## src/rtl/local_ctrl_ring_scheduler.sv

```systemverilog
// Command queue feeding one-hot config/prefetch pulses to four local controllers,
// with a fixed idle gap between pulses. Prefetch support: LOCAL_CTRL_SCHED_PREFETCH_EN.
module local_ctrl_ring_scheduler #(
  parameter int sample_address_width = 8,
  parameter int address_vector_width = 8,
  parameter int FIFO_DEPTH           = 4,
  parameter int GAP_CYCLES           = 2
) (
  input  logic                            CLK,
  input  logic                            reset,
  input  logic                            cmd_valid,
  output logic                            cmd_ready,
  input  logic                            cmd_type,
  input  logic [1:0]                      cmd_id,
  input  logic [sample_address_width-1:0] cmd_a,
  input  logic [sample_address_width-1:0] cmd_b,
  input  logic [address_vector_width-1:0] cmd_dest,
  output logic [3:0]                      ctrl_valid,
  output logic [sample_address_width-1:0] ctrl_delay,
  output logic [address_vector_width-1:0] ctrl_dest,
  output logic [3:0]                      pref_valid,
  output logic [sample_address_width-1:0] pref_start,
  output logic [sample_address_width-1:0] pref_stop,
  output logic [address_vector_width-1:0] pref_dest,
  output logic                            busy,
  output logic                            err_drop
);
  localparam int SA = sample_address_width;
  localparam int AV = address_vector_width;
  localparam int AW = $clog2(FIFO_DEPTH);
  localparam int CW = AW + 1;
  localparam logic [3:0] GAP_LAST = 4'(GAP_CYCLES - 1);
`ifdef LOCAL_CTRL_SCHED_PREFETCH_EN
  localparam bit PREF_EN = 1'b1;
`else
  localparam bit PREF_EN = 1'b0;
`endif

  typedef struct packed {
    logic          typ;
    logic [1:0]    id;
    logic [SA-1:0] a;
    logic [SA-1:0] b;
    logic [AV-1:0] dest;
  } entry_t;

  typedef enum logic [1:0] {IDLE = 2'd0, ISSUE = 2'd1, GAP = 2'd2} state_t;

  entry_t        mem_r [FIFO_DEPTH];
  logic [AW-1:0] wr_ptr_r, rd_ptr_r;
  logic [CW-1:0] count_r, count_nxt_s;
  state_t        state_r, state_nxt_s;
  logic [3:0]    gap_cnt_r, gap_nxt_s;
  logic          ready_r, busy_r, err_drop_r;
  logic [3:0]    ctrl_valid_r;
  logic [SA-1:0] ctrl_delay_r;
  logic [AV-1:0] ctrl_dest_r;
  logic          push_s, pop_s, slot_s, drop_s, issue_s;
  entry_t        head_s, in_s;

  assign in_s    = '{typ: cmd_type, id: cmd_id, a: cmd_a, b: cmd_b, dest: cmd_dest};
  assign head_s  = mem_r[rd_ptr_r];
  assign push_s  = cmd_valid && ready_r;
  // Prefetch commands are rejected outright when the feature is compiled out.
  assign drop_s  = head_s.typ && (!PREF_EN || (head_s.a > head_s.b));
  assign issue_s = pop_s && !drop_s;

  // Next-state logic: a pop slot opens in IDLE, after ISSUE with no gap, or on the last GAP cycle.
  always_comb begin
    state_nxt_s = state_r;
    gap_nxt_s   = gap_cnt_r;
    pop_s       = 1'b0;
    slot_s      = 1'b0;
    case (state_r)
      IDLE:  slot_s = 1'b1;
      ISSUE: begin
        if (GAP_CYCLES == 0) begin
          slot_s = 1'b1;
        end else begin
          state_nxt_s = GAP;
          gap_nxt_s   = 4'd0;
        end
      end
      GAP: begin
        if (gap_cnt_r == GAP_LAST) begin
          slot_s = 1'b1;
        end else begin
          gap_nxt_s = gap_cnt_r + 4'd1;
        end
      end
      default: state_nxt_s = IDLE;
    endcase
    if (slot_s) begin
      gap_nxt_s = 4'd0;
      if (count_r != CW'(0)) begin
        pop_s       = 1'b1;
        state_nxt_s = drop_s ? IDLE : ISSUE;
      end else begin
        state_nxt_s = IDLE;
      end
    end else begin
      pop_s = 1'b0;
    end
  end

  // Occupancy after this edge's push/pop.
  always_comb begin
    count_nxt_s = count_r;
    case ({push_s, pop_s})
      2'b10:   count_nxt_s = count_r + CW'(1);
      2'b01:   count_nxt_s = count_r - CW'(1);
      default: count_nxt_s = count_r;
    endcase
  end

  // Queue storage; entries are only read after being written, so no reset needed.
  always_ff @(posedge CLK) begin
    if (push_s) mem_r[wr_ptr_r] <= in_s;
  end

  // Control state, queue pointers and registered config outputs.
  always_ff @(posedge CLK or negedge reset) begin
    if (!reset) begin
      state_r      <= IDLE;
      gap_cnt_r    <= 4'd0;
      wr_ptr_r     <= '0;
      rd_ptr_r     <= '0;
      count_r      <= '0;
      ready_r      <= 1'b0;
      busy_r       <= 1'b0;
      err_drop_r   <= 1'b0;
      ctrl_valid_r <= 4'd0;
      ctrl_delay_r <= '0;
      ctrl_dest_r  <= '0;
    end else begin
      state_r    <= state_nxt_s;
      gap_cnt_r  <= gap_nxt_s;
      count_r    <= count_nxt_s;
      ready_r    <= (count_nxt_s != CW'(FIFO_DEPTH));
      busy_r     <= (count_nxt_s != CW'(0)) || (state_nxt_s != IDLE);
      err_drop_r <= pop_s && drop_s;
      if (push_s) wr_ptr_r <= wr_ptr_r + AW'(1);
      if (pop_s)  rd_ptr_r <= rd_ptr_r + AW'(1);
      if (issue_s && !head_s.typ) begin
        ctrl_valid_r <= 4'b0001 << head_s.id;
        ctrl_delay_r <= head_s.a;
        ctrl_dest_r  <= head_s.dest;
      end else begin
        ctrl_valid_r <= 4'd0;
        ctrl_delay_r <= '0;
        ctrl_dest_r  <= '0;
      end
    end
  end

`ifdef LOCAL_CTRL_SCHED_PREFETCH_EN
  logic [3:0]    pref_valid_r;
  logic [SA-1:0] pref_start_r, pref_stop_r;
  logic [AV-1:0] pref_dest_r;

  // Registered prefetch pulse and payload.
  always_ff @(posedge CLK or negedge reset) begin
    if (!reset) begin
      pref_valid_r <= 4'd0;
      pref_start_r <= '0;
      pref_stop_r  <= '0;
      pref_dest_r  <= '0;
    end else if (issue_s && head_s.typ) begin
      pref_valid_r <= 4'b0001 << head_s.id;
      pref_start_r <= head_s.a;
      pref_stop_r  <= head_s.b;
      pref_dest_r  <= head_s.dest;
    end else begin
      pref_valid_r <= 4'd0;
      pref_start_r <= '0;
      pref_stop_r  <= '0;
      pref_dest_r  <= '0;
    end
  end

  assign pref_valid = pref_valid_r;
  assign pref_start = pref_start_r;
  assign pref_stop  = pref_stop_r;
  assign pref_dest  = pref_dest_r;
`else
  assign pref_valid = 4'd0;
  assign pref_start = {SA{1'b0}};
  assign pref_stop  = {SA{1'b0}};
  assign pref_dest  = {AV{1'b0}};
`endif

  assign cmd_ready  = ready_r;
  assign busy       = busy_r;
  assign err_drop   = err_drop_r;
  assign ctrl_valid = ctrl_valid_r;
  assign ctrl_delay = ctrl_delay_r;
  assign ctrl_dest  = ctrl_dest_r;
endmodule
```

## config.mk

```make
export PLATFORM = sky130hd
export DESIGN_NAME = local_ctrl_ring_scheduler
export DESIGN_NICKNAME = d
export VERILOG_FILES = /design/src/rtl/local_ctrl_ring_scheduler.sv
export SDC_FILE = /design/constraint.sdc
export NUM_CORES = 1
export LEC_CHECK = 0
export CELL_PAD_IN_SITES_DETAIL_PLACEMENT = 0
export CELL_PAD_IN_SITES_GLOBAL_PLACEMENT = 2
export CORE_MARGIN = 1
export CORE_UTILIZATION = 38
export DETAILED_ROUTE_END_ITERATION = 8
export GPL_TIMING_DRIVEN = 0
export PLACE_DENSITY = 0.88
export SLEW_MARGIN = 20
export SYNTH_ARGS = -nofsm -noshare
export SYNTH_HDL_FRONTEND = slang
export SYNTH_SLANG_ARGS = --single-unit
```

## constraint.sdc

```tcl
create_clock -name CLK -period 3.6 [get_ports CLK]
set_clock_uncertainty 0.2 [all_clocks]
set_input_delay 0.54 -clock CLK [delete_from_list [all_inputs] [get_ports CLK]]
set_output_delay 0.54 -clock CLK [all_outputs]
set_load 0.02 [all_outputs]
```

==> impl_summary.log <==
[metrics] fraction of layout cells with a size suffix above 1: between 20% and 30%
[metrics] total half-perimeter wirelength after legalization and detailed placement: 4.86 mm
[metrics] clock transition at the registers of the reported paths: 0.07 ns
[metrics] number of fill cells: 997
[metrics] clock network latency to the later pin of the worst-skew pair: ~0.34 ns
[metrics] power per cell area: between 700 and 800 mW/mm²
[metrics] routability congestion estimate: 0.686
[metrics] post-synthesis simple-gate area fraction: under 10%
[metrics] CP delay by family, top: adder cells
[metrics] flops & latches, synth: 112
[metrics] CTS root buffer: sky130_fd_sc_hd__clkbuf_16
[metrics] Bufs on Longest Clock Path: 2
[metrics] Initial Utilization: about 40%
[metrics] relative slew slack: between 30% and 40%
[metrics] commonest cells after routing, fill and taps aside: sky130_fd_sc_hd__edfxtp_1, sky130_fd_sc_hd__clkdlybuf4s50_1, sky130_fd_sc_hd__dfrtp_1
[metrics] library cells used by synthesis: 33
[metrics] Worst path slowest cell: sky130_fd_sc_hd__dfrtp_1
[metrics] net count reported at finish: 379
[metrics] Setup CP Type: flip-flop to flip-flop
[metrics] number of clock buffers inserted by TritonCTS: 9
[metrics] Core Footprint: between 0.01 and 0.015 mm²
[metrics] peak per-stage delay on the critical path: about 0.40 ns
[metrics] setup slack on the worst flop-to-flop path: 0.80 ns
[metrics] area grow syn2layout: 23.5%
[metrics] vias: 2183
[metrics] horizontal die dimension: about 110 µm
[metrics] kind of start point of the critical path: flip-flop
[metrics] max-cap viol count: 0
[metrics] post-synth design cell area: 0.00448 mm²
[metrics] multiplexer fraction of the synthesized cell area: 9.81%
[metrics] detail-routed via count per cell: 4.49
[metrics] die height: 111 µm
[metrics] outcome: finished, final reports clean
[metrics] minimum period implied by the final worst setup slack: 2.80 ns
[metrics] total power draw: ~4.2 mW
[metrics] residual DRC count: 0
[metrics] Worst Path Buf+Inv: 2
[metrics] Die Area: roughly 0.012 mm²
[metrics] largest family of logic cells by synthesized area: multiplexers
[metrics] fraction of the cycle the final worst path needs: 77.7%
[metrics] WL/cell: around 15 µm
[metrics] average cell area after synthesis: approximately 18 µm²
[metrics] Setup Viol. Count Final: 0
[metrics] top achievable clock speed: 0.358 GHz
[metrics] TritonCTS sink count: 112
[metrics] Worst VDD drop: around 0.00035 V
[metrics] transition at the pin with the smallest max-transition slack: about 1.0 ns
[metrics] number of antenna violations at the first check in global routing: 0
[metrics] Final Slew Violations: 0
[metrics] post-synthesis share of cell area spent on full adders, half adders and majority gates: ~3.2%
[metrics] number of placement rows: 39
[metrics] number of antenna cells inserted: 0
[metrics] Hold WC Path Type: flip-flop to flip-flop
[metrics] crit path cell chain: inv_1 > ha_1 > nand4bb_1 > a21oi_2 > ha_1 > inv_1 > fa_1 > xor2_1 > nor2_1 > xor2_1 > nand4b_1
[metrics] data arrival at the endpoint of the critical path: 2.87 ns
[metrics] post-synthesis compound-gate area fraction: 1.37%
[metrics] setup repair after global routing missed its margin: false
[metrics] Final Hold Violating Endpoints: 0
[metrics] total global routing overflow: 0
[metrics] iteration count of the initial detailed-routing pass: 4
[metrics] total track usage: 13.2%
[metrics] pin count of the biggest net entering global routing: 21
[metrics] sequential fraction of the synthesis area: a little under three quarters
[metrics] Boundary Pins: 81
[metrics] Synth Area in XOR/XNOR: under 10%
[metrics] clock tree from TritonCTS: done
[metrics] largest fanout on the critical path: 5
[metrics] synthesized instance count: 254
[metrics] required arrival time at the worst endpoint: around 3.7 ns
[metrics] total wire length: 7.34 mm
[metrics] number of design-rule violations left by the first detailed-router iteration: 61
[metrics] Post-Route Setup TNS: 0 ns
[metrics] total number of H-tree levels: 3
[metrics] number of global-route vias before repair: 2295
[metrics] global-route wire length before repair: 12.0 mm
[metrics] IO buf count: 44
[metrics] category of the worst setup path capture point: flip-flop
[metrics] commonest non-fill, non-tap cell in the layout: sky130_fd_sc_hd__edfxtp_1
[metrics] ANT nets after route: 0
[metrics] total of cells resized after clock tree synthesis: 0
[metrics] count of synthesis-stage warnings from yosys: 0
[metrics] leakage power total: 2.15 nW
## cell type report
| class | count | area [µm²] | area share [%] |
|---|---|---|---|
| well taps | 143 | 179 | 3.24 |
| flip-flops and latches | 112 | 3180 | 57.6 |
| inverters | 9 | 33.8 | 0.611 |
| plain buffers | 34 | 249 | 4.51 |
| clock buffers | 10 | 229 | 4.14 |
| multi-input cells | 126 | 1110 | 20.2 |
| clock inverters | 6 | 65.1 | 1.18 |
| repair buffers | 46 | 473 | 8.56 |
## flip-flops by register name (all words and copies together) (netlist names), 2 cells and up
signal and cells:
gap_cnt_r 4, rd_ptr_r 2, count_r 3, state_r 2, ctrl_valid 4, wr_ptr_r 2, ctrl_delay 8, mem_r 76
ctrl_dest 8
## logic make-up (layout without fill, tap and decap cells)
family | Yosys count | in the layout
AOI/OAI and AO/OA | 11 | 11
xor gates and xnor gates | 6 | 6
adders and majority gates | 11 | 11
buffers and inverters | 43 | 105
DFF | 112 | 112
muxes | 20 | 20
other | 1 | 28
and+or+nand+nor | 50 | 50
## metal layers
metal	track usage [%]	vias up	routed length, µm
li1	-	1033	-
met1	15.6	1067	3170
met2	22.9	69	3670
met3	3.79	14	349
met4	4.53	0	140
met5	0	-	0
## worst register-to-register path: stages, from the launching register on
cell and delay, ns:
sky130_fd_sc_hd__dfrtp_1 0.40, sky130_fd_sc_hd__inv_1 0.10, sky130_fd_sc_hd__ha_1 0.18, sky130_fd_sc_hd__nand4bb_1 0.16, sky130_fd_sc_hd__a21oi_2 0.39, sky130_fd_sc_hd__ha_1 0.26, sky130_fd_sc_hd__inv_1 0.06, sky130_fd_sc_hd__fa_1 0.37
sky130_fd_sc_hd__xor2_1 0.15, sky130_fd_sc_hd__nor2_1 0.11, sky130_fd_sc_hd__xor2_1 0.21, sky130_fd_sc_hd__nand4b_1 0.13
## what timing repair did
item / 4_1_cts / 5_1_grt
endpoints found under the hold margin: 17 / 0
buffers inserted: 0 / 0
hold buffers: 1 / 0
## synthesized netlist by cell type, drive strengths merged
cell / instances / share of area (%)
inv: 9 / 0.75
edfxtp: 76 / 51
nand2b: 3 / 0.59
conb: 1 / 0.084
or3: 1 / 0.14
ha: 10 / 2.8
nor2: 4 / 0.34
or2: 1 / 0.14
mux2: 1 / 0.25
xor2: 3 / 0.59
nor3: 3 / 0.45
xnor2: 3 / 0.59
nand3: 2 / 0.22
nand4b: 1 / 0.20
nor2b: 16 / 2.2
fa: 1 / 0.45
mux4: 19 / 9.6
o21ai: 7 / 0.78
nand4bb: 1 / 0.25
buf: 34 / 5.6
and2: 1 / 0.14
a21oi: 3 / 0.42
dfrtp: 36 / 20
o31ai: 1 / 0.17
and3: 5 / 0.70
nand2: 9 / 0.75
nor3b: 3 / 0.73
## final timing paths
path,startpoint,cells past startpoint,endpoint
setup / recovery,state_r[0],11,busy
min in group asynchronous,reset,2,gap_cnt_r[0]
max in group asynchronous,reset,3,count_r[0]
setup reg to reg,state_r[0],11,busy
hold / removal,count_r[2],1,count_r[2]
hold reg to reg,count_r[2],1,count_r[2]
## per-stage QoR
stage	instances	utilization [%]	setup slack [ns]	cell area [µm²]	hold WS, ns
floorplan	281	-	1.09	4580	0.0444
global placement	468	45.3	0.795	5200	0.297
detailed placement	469	45.5	0.802	5220	0.304
CTS	486	48.2	0.796	5520	0.313
global route	486	48.2	0.619	5530	0.341
finish	486	48.2	0.803	5530	0.306
## where the power goes
part	leakage [nW]	total [mW]	switching (mW)	internal, mW
sequential	1.16	1.80	0.101	1.69
combinational	0.849	1.40	0.740	0.657
clock	0.143	0.966	0.477	0.490
Note: power is estimated with default switching activity, not from simulation.
